<file path="config.mk">
export PLATFORM = sky130hd
export DESIGN_NAME = fft_input_reorder
export DESIGN_NICKNAME = d
export VERILOG_FILES = /design/src/rtl/fft_input_reorder_pkg.sv /design/src/rtl/fft_input_reorder_bitrev.sv /design/src/rtl/fft_input_reorder.sv
export SDC_FILE = /design/constraint.sdc
export NUM_CORES = 1
export LEC_CHECK = 0
export CAP_MARGIN = 20
export CORE_MARGIN = 1
export CORE_UTILIZATION = 30
export DETAILED_ROUTE_END_ITERATION = 10
export GPL_TIMING_DRIVEN = 0
export PLACE_DENSITY_LB_ADDON = 0.05
export SETUP_SLACK_MARGIN = 0.02
export SYNTH_ARGS = -nofsm -noshare
export SYNTH_HDL_FRONTEND = slang
export SYNTH_HIERARCHICAL = 1
export SYNTH_SLANG_ARGS = --single-unit
</file>
<file path="constraint.sdc">
create_clock -name clk -period 3.2 [get_ports clk]
set_input_delay 0.64 -clock clk [delete_from_list [all_inputs] [get_ports clk]]
set_output_delay 0.64 -clock clk [all_outputs]
set_load 0.1 [all_outputs]
</file>
<file path="src/rtl/fft_input_reorder_pkg.sv">
// rtl/fft_input_reorder_pkg.sv - shared constants and bank-state type for the FFT input reorder stage
package fft_input_reorder_pkg;

    localparam int SAMPLE_SIZE        = 16;
    localparam int FFT_POINTS_DEFAULT = 16;

    typedef enum logic [1:0] {
        BANK_EMPTY    = 2'd0,
        BANK_FILLING  = 2'd1,
        BANK_FULL     = 2'd2,
        BANK_DRAINING = 2'd3
    } bank_state_t;

endpackage

</file>
<file path="src/rtl/fft_input_reorder_bitrev.sv">
// rtl/fft_input_reorder_bitrev.sv - combinational address bit-reversal (module fft_bitrev)
module fft_bitrev #(
    parameter int ADDR_W = 4
) (
    input  logic [ADDR_W-1:0] addr,
    output logic [ADDR_W-1:0] rev
);

    always_comb begin
        rev = '0;
        for (int i = 0; i < ADDR_W; i++) begin
            rev[i] = addr[ADDR_W-1-i];
        end
    end

endmodule

</file>
<file path="src/rtl/fft_input_reorder.sv">
// rtl/fft_input_reorder.sv - ping-pong bit-reversed frame buffer feeding the first radix-2 rank
// Optional FFT_INPUT_SCALE_EN: store each sample arithmetically shifted right by ADDR_W.
module fft_input_reorder
    import fft_input_reorder_pkg::*;
#(
    parameter int FFT_POINTS  = FFT_POINTS_DEFAULT,
    parameter int sample_size = SAMPLE_SIZE
) (
    input  logic                               clk,
    input  logic                               reset,
    input  logic                               in_valid,
    output logic                               in_ready,
    input  logic [sample_size-1:0]             in_sample,
    output logic                               out_valid,
    input  logic                               out_ready,
    output logic [sample_size-1:0]             out_even_real,
    output logic [sample_size-1:0]             out_odd_real,
    output logic [sample_size-1:0]             out_even_imag,
    output logic [sample_size-1:0]             out_odd_imag,
    output logic [$clog2(FFT_POINTS)-2:0]      out_pair_idx,
    output logic                               out_last
);

    localparam int ADDR_W = $clog2(FFT_POINTS);
    localparam int PAIRS  = FFT_POINTS / 2;

    bank_state_t            bank_state [2];
    logic                   wr_bank;
    logic                   rd_bank;
    logic [ADDR_W-1:0]      wr_cnt;
    logic [ADDR_W-1:0]      wr_addr_rev;
    logic [ADDR_W-2:0]      rd_k;
    logic [sample_size-1:0] mem [2*FFT_POINTS];
    logic [sample_size-1:0] wr_data;

    logic wr_en;
    logic wr_last;
    logic xfer;
    logic xfer_last;
    logic issue_bank;
    logic issue;

    fft_bitrev #(.ADDR_W(ADDR_W)) u_bitrev (
        .addr (wr_cnt),
        .rev  (wr_addr_rev)
    );

`ifdef FFT_INPUT_SCALE_EN
    assign wr_data = sample_size'($signed(in_sample) >>> ADDR_W);
`else
    assign wr_data = in_sample;
`endif

    assign out_even_imag = '0;
    assign out_odd_imag  = '0;

    always_comb begin
        in_ready  = (bank_state[wr_bank] == BANK_EMPTY) || (bank_state[wr_bank] == BANK_FILLING);
        wr_en     = in_valid && in_ready;
        wr_last   = (wr_cnt == ADDR_W'(FFT_POINTS - 1));
        xfer      = out_valid && out_ready;
        xfer_last = xfer && out_last;
        // While the final pair of a frame is on the outputs, the next read comes from the other bank
        issue_bank = (out_valid && out_last) ? ~rd_bank : rd_bank;
        issue      = (!out_valid || out_ready) &&
                     ((bank_state[issue_bank] == BANK_FULL) || (bank_state[issue_bank] == BANK_DRAINING));
    end

    always_ff @(posedge clk) begin
        if (wr_en) begin
            mem[{wr_bank, wr_addr_rev}] <= wr_data;
        end
    end

    always_ff @(posedge clk) begin
        if (reset) begin
            bank_state[0] <= BANK_EMPTY;
            bank_state[1] <= BANK_EMPTY;
            wr_bank       <= 1'b0;
            rd_bank       <= 1'b0;
            wr_cnt        <= '0;
            rd_k          <= '0;
            out_valid     <= 1'b0;
            out_even_real <= '0;
            out_odd_real  <= '0;
            out_pair_idx  <= '0;
            out_last      <= 1'b0;
        end else begin
            if (wr_en) begin
                wr_cnt                <= wr_cnt + 1'b1;
                bank_state[wr_bank]   <= wr_last ? BANK_FULL : BANK_FILLING;
                if (wr_last) begin
                    wr_bank <= ~wr_bank;
                end
            end

            if (issue) begin
                out_even_real <= mem[{issue_bank, rd_k, 1'b0}];
                out_odd_real  <= mem[{issue_bank, rd_k, 1'b1}];
                out_pair_idx  <= rd_k;
                out_last      <= (rd_k == (ADDR_W-1)'(PAIRS - 1));
                rd_k          <= rd_k + 1'b1;
                if (bank_state[issue_bank] == BANK_FULL) begin
                    bank_state[issue_bank] <= BANK_DRAINING;
                end
            end else if (xfer) begin
                out_last <= 1'b0;
            end

            // The write bank is never FULL/DRAINING, so this never collides with the write update
            if (xfer_last) begin
                bank_state[rd_bank] <= BANK_EMPTY;
                rd_bank             <= ~rd_bank;
            end

            if (issue) begin
                out_valid <= 1'b1;
            end else if (xfer) begin
                out_valid <= 1'b0;
            end
        end
    end

endmodule

</file>
* Word level (Yosys, flattened, before mapping)
Memories as Yosys holds them, arrays and structs flattened. A register that Yosys moved wholly into a read port is not among the register bits.
Cells that the tools add are included.
Widths: inputs -> output; s select.
** Cells by class
- Add/sub/neg operators :: 2
- Multipliers :: 0
- Div/mod/pow operators :: 0
- $lt $le $gt $ge :: 0
- Equality and inequality tests :: 5
- Shift operators :: 0
- Mux-type cells :: 26
- Bitwise logic cells :: 2
- Reduce and logical (&&, ||, !) cells :: 14
** Operators by type and width (count)
- $mux 1 :: 23
- $mux 2 :: 3
- $logic_and 1x1->1 :: 5
- $add 4x1->4 const B :: 1
- $eq 2x2->1 const B :: 2
- $eq 4x4->1 const B :: 1
- $reduce_or 2->1 :: 2
- $add 3x1->3 const B :: 1
- $eq 3x3->1 const B :: 1
- $logic_or 1x1->1 :: 3
- $eq 2x1->1 const B :: 1
- $logic_not 2->1 :: 1
- $not 1->1 :: 2
- $reduce_and 2->1 :: 1
- $reduce_bool 2->1 :: 1
- $logic_not 1->1 :: 1
** Storage, ports and cells
- Bits in registers :: 14
- Latch bits :: 0
- Bits in writable memories :: 516
- Bits in read-only memories :: 0
- Input port bits :: 20
- Logic and storage cells :: 58
- Memories :: 2
** Memory list
- mem :: words 32, bits a word 16, read ports 2, clocked after memory_dff 2, wr ports 1, RTL line fft_input_reorder.sv:33 : logic [sample_size-1:0] mem [2*FFT_POINTS];
- bank_state :: words 2, bits a word 2, read ports 2, clocked after memory_dff 1, wr ports 3, RTL line fft_input_reorder.sv:27 : bank_state_t bank_state [2];

* Logic depth before layout (Yosys ltp)
An unclocked memory read counts as a cell.
- Depth in word-level cells :: 11
- Gate-level depth with buffers :: 9
- Gate-level depth less buffers :: 5

* Hierarchy
The synthesis kept the hierarchy.
** By module, submodules not included
- fft_input_reorder :: times used 1, cells each 1035, area each 21406.8 um^2, sequential area each 16395.7 um^2
- fft_bitrev :: times used 1, cells each 4, area each 30.0 um^2, sequential area each 0.0 um^2

* Worst setup path after synthesis
OpenSTA, ideal clock, no wires.
- Kind :: reg2reg
- From :: reg with a tool-made name
- To :: mem mem[28][0] (netlist name), enable pin
- Library setup time :: 0.388 ns
- Arrival time :: 3.631 ns
- Slack :: -0.820 ns
- Cell stages (with the launch flop) :: 6
- Path through :: dfxtp_1 mux2i_1 nand2_1 or3_1 clkbuf_1 nor2_1
** RTL lines (RTL line)
- end: declaration :: fft_input_reorder.sv:33

==> flow_summary.ini <==
[grt]
grtUsageTotal = 0.167
antenna_found_initial = 3
grt_pass1_wl_mm = 85.5
grt_max_degree = 33
grt_pass1_vias = 11100
grt-ovfl-total = 0

[drt]
num_vias = 10600
dr.pass1.iters = 4
via_per_inst = 4.77
ant_nets = 0
drc = 0
first_iter_violations = 762
routed_wl_mm = 59.4
wl_per_cell_um = 26.7

[min_path]
hold_start = out_even_real[3]
hp-class = reg -> reg

[final_layout]
areaGrowthSynthToFinish_pct = 22.2
fin_area_um2 = 26200
drive_gt1_frac = 0.286
layout.cells.most_common = edfxtp_1
fin_nets = 1255
final_util = 0.372
multiInputGateArea_um2 = 4700
final_cell_mix = edfxtp_1, mux4_2, clkbuf_16
n_fill_cell = 6525
seq_area_um2 = 16400

[clock_tree]
cts_buffer_depth = 3
cts-root-buf = clkbuf_16
insertion_delay_ns = 0.59
cts_buffers = 66
post_cts_resized = 0
cts_setup_buffers = 0
htree_levels = 3
clkSinkCount = 563
cts.clk_slew.worst_paths_ns = 0.05
cts_tree = built
cts_hold_buf = 0

[pwr]
peakVddDrop_mv = 0.326
p_leak_uw = 0.00832
internal_power_uw = 12500
power.switching_uw = 3330
p_clk_frac = 0.458
power.density_nw_per_um2 = 606
finalPower_uw = 15900
p_sw_frac = 0.210
comb_power_share = 0.033
seqPwrFrac = 0.508

[sta]
finalCriticalPeriod_ns = 3.10
maxSlewViolCount = 0
rsz0062_at_grt = false
finalSetupTns_ns = 0
post-route-period-util = 0.967
setup_viol = 0
skew_ns = 0.0181
hold_violations = 0
fmax_mhz = 323
tightest_slew_ns = 0.992
slew_headroom = 0.337

[place]
place_hpwl_mm = 38.7
place.gp.congestion = 0.760
detailed_place.area_um2 = 24000
io_buffers = 56

[yosys]
yosysTopAreaCell = edfxtp_1
ys_ff_latch = 563
syn_avg_cell_area_um2 = 20.6
synth_area_um2 = 21400
yosys_warnings = 6
ys_async_sr_fraction = 0
synth_cell_types = 41
synth_area_leaders = edfxtp_1, mux4_2, dfxtp_1
synth_edf_count = 512
synth_top_area_share = 0.717
synth_cells = 1039
yosysSeqAreaShare = 0.765
synthFlopType = edfxtp_1

[critical_path]
crit_required_ns = 2.56
worstPathCellList = mux2i_4 > clkdlybuf4s50_1
reg2reg_from = rd_k[1]
crit_path_start_kind = register
worstPathMaxFanout = 3
path_class = reg -> out
slowest_stage = clkdlybuf4s50_1
end_kind = primary output
arrival_ns = 2.46
cpPeakStageDelay_ns = 1.19

[status]
outcome = finished clean

[floorplan]
coreArea_um2 = 70400
fp.dieH_um = 269
die_area_um2 = 72500
ios = 90
row_count = 97
die_w_um = 269
start_util = 0.305

[run]
drv_cap = 0
## flip-flops by register name, summed over array words and instances (netlist names), named ones only
signal	count
wr_cnt	4
out_valid	1
wr_bank	1
out_even_real	16
bank_state	4
out_pair_idx	3
rd_bank	1
out_odd_real	16
mem	512
rd_k	3
out_last	1
## critical path: cells and delay by family, from the launching register on
family / cells / cell delay, ns
multiplexers: 1 / 0.31
flip-flops: 1 / 0.37
buffers and inverters: 1 / 1.19
## routing by layer
metal  routed length (um)  part of all wire  up-vias  GRT usage
met4                 1220             0.021        0     0.0398
met3                 2420             0.041       75     0.0314
li1                     -                 -     4632          -
met1                27200              0.46     5663      0.233
met5                    0                 0        -          0
met2                28600              0.48      238      0.268
## layout make-up
class / instances / share of cell area
multi-input cells: 412 / 0.179
clock inverters: 21 / 0.00564
diodes: 2 / 0.000191
plain buffers: 93 / 0.0212
repair buffers: 94 / 0.0482
well taps: 940 / 0.0449
clock buffers: 97 / 0.0742
inverters: 2 / 0.000287
flip-flops and latches: 563 / 0.626
## kinds of logic (layout without fill, tap and decap cells)
logic type,Yosys count,in the layout,synth area share
buffers and inverters,95,307,0.0263
and+or+nand+nor,118,118,0.0237
DFF,563,563,0.765
muxes,138,138,0.139
xor gates and xnor gates,5,5,0.00204
AOI/OAI and AO/OA,116,116,0.0420
adders and majority gates,3,3,0.00175
other,1,34,0.000175
## synthesized netlist by cell type (all sizes together) (3+ instances only)
master / n
nand3: 5
nand2: 43
or3: 3
mux4: 128
a21oi: 5
dfxtp: 51
nor3: 3
ha: 3
xor2: 4
buf: 65
edfxtp: 512
nor2: 51
mux2i: 9
a22oi: 64
a22o: 33
clkbuf: 28
nand3b: 5
## power groups by stage
| stage | registers [uW] | logic [uW] | clock network, uW |
|---|---|---|---|
| 2_1_floorplan | 8220 | 289 | 0 |
| 3_3_place_gp | 8240 | 501 | 0 |
| 3_5_place_dp | 8230 | 533 | 0 |
| 4_1_cts | 8070 | 533 | 7480 |
| 5_1_grt | 8070 | 558 | 7770 |
| 6_report | 8070 | 525 | 7280 |
## worst paths after layout
kind | end | cells past startpoint | slack (ns)
setup / recovery | in_ready | 2 | 0.10
hold reg to reg | out_even_real[3] | 1 | 0.48
setup reg to reg | out_even_real[1] | 6 | 0.11
hold / removal | out_even_real[3] | 1 | 0.48
## per-stage QoR
stage,instances,setup slack [ns],hold slack (ns)
finish,2224,0.104,0.484
global placement,2066,-0.914,0.464
global route,2222,0.0255,0.474
detailed placement,2102,-0.0906,0.468
floorplan,1070,0.250,0.467
CTS,2220,0.0633,0.449
No activity file was read; power rests on OpenSTA's default activity.
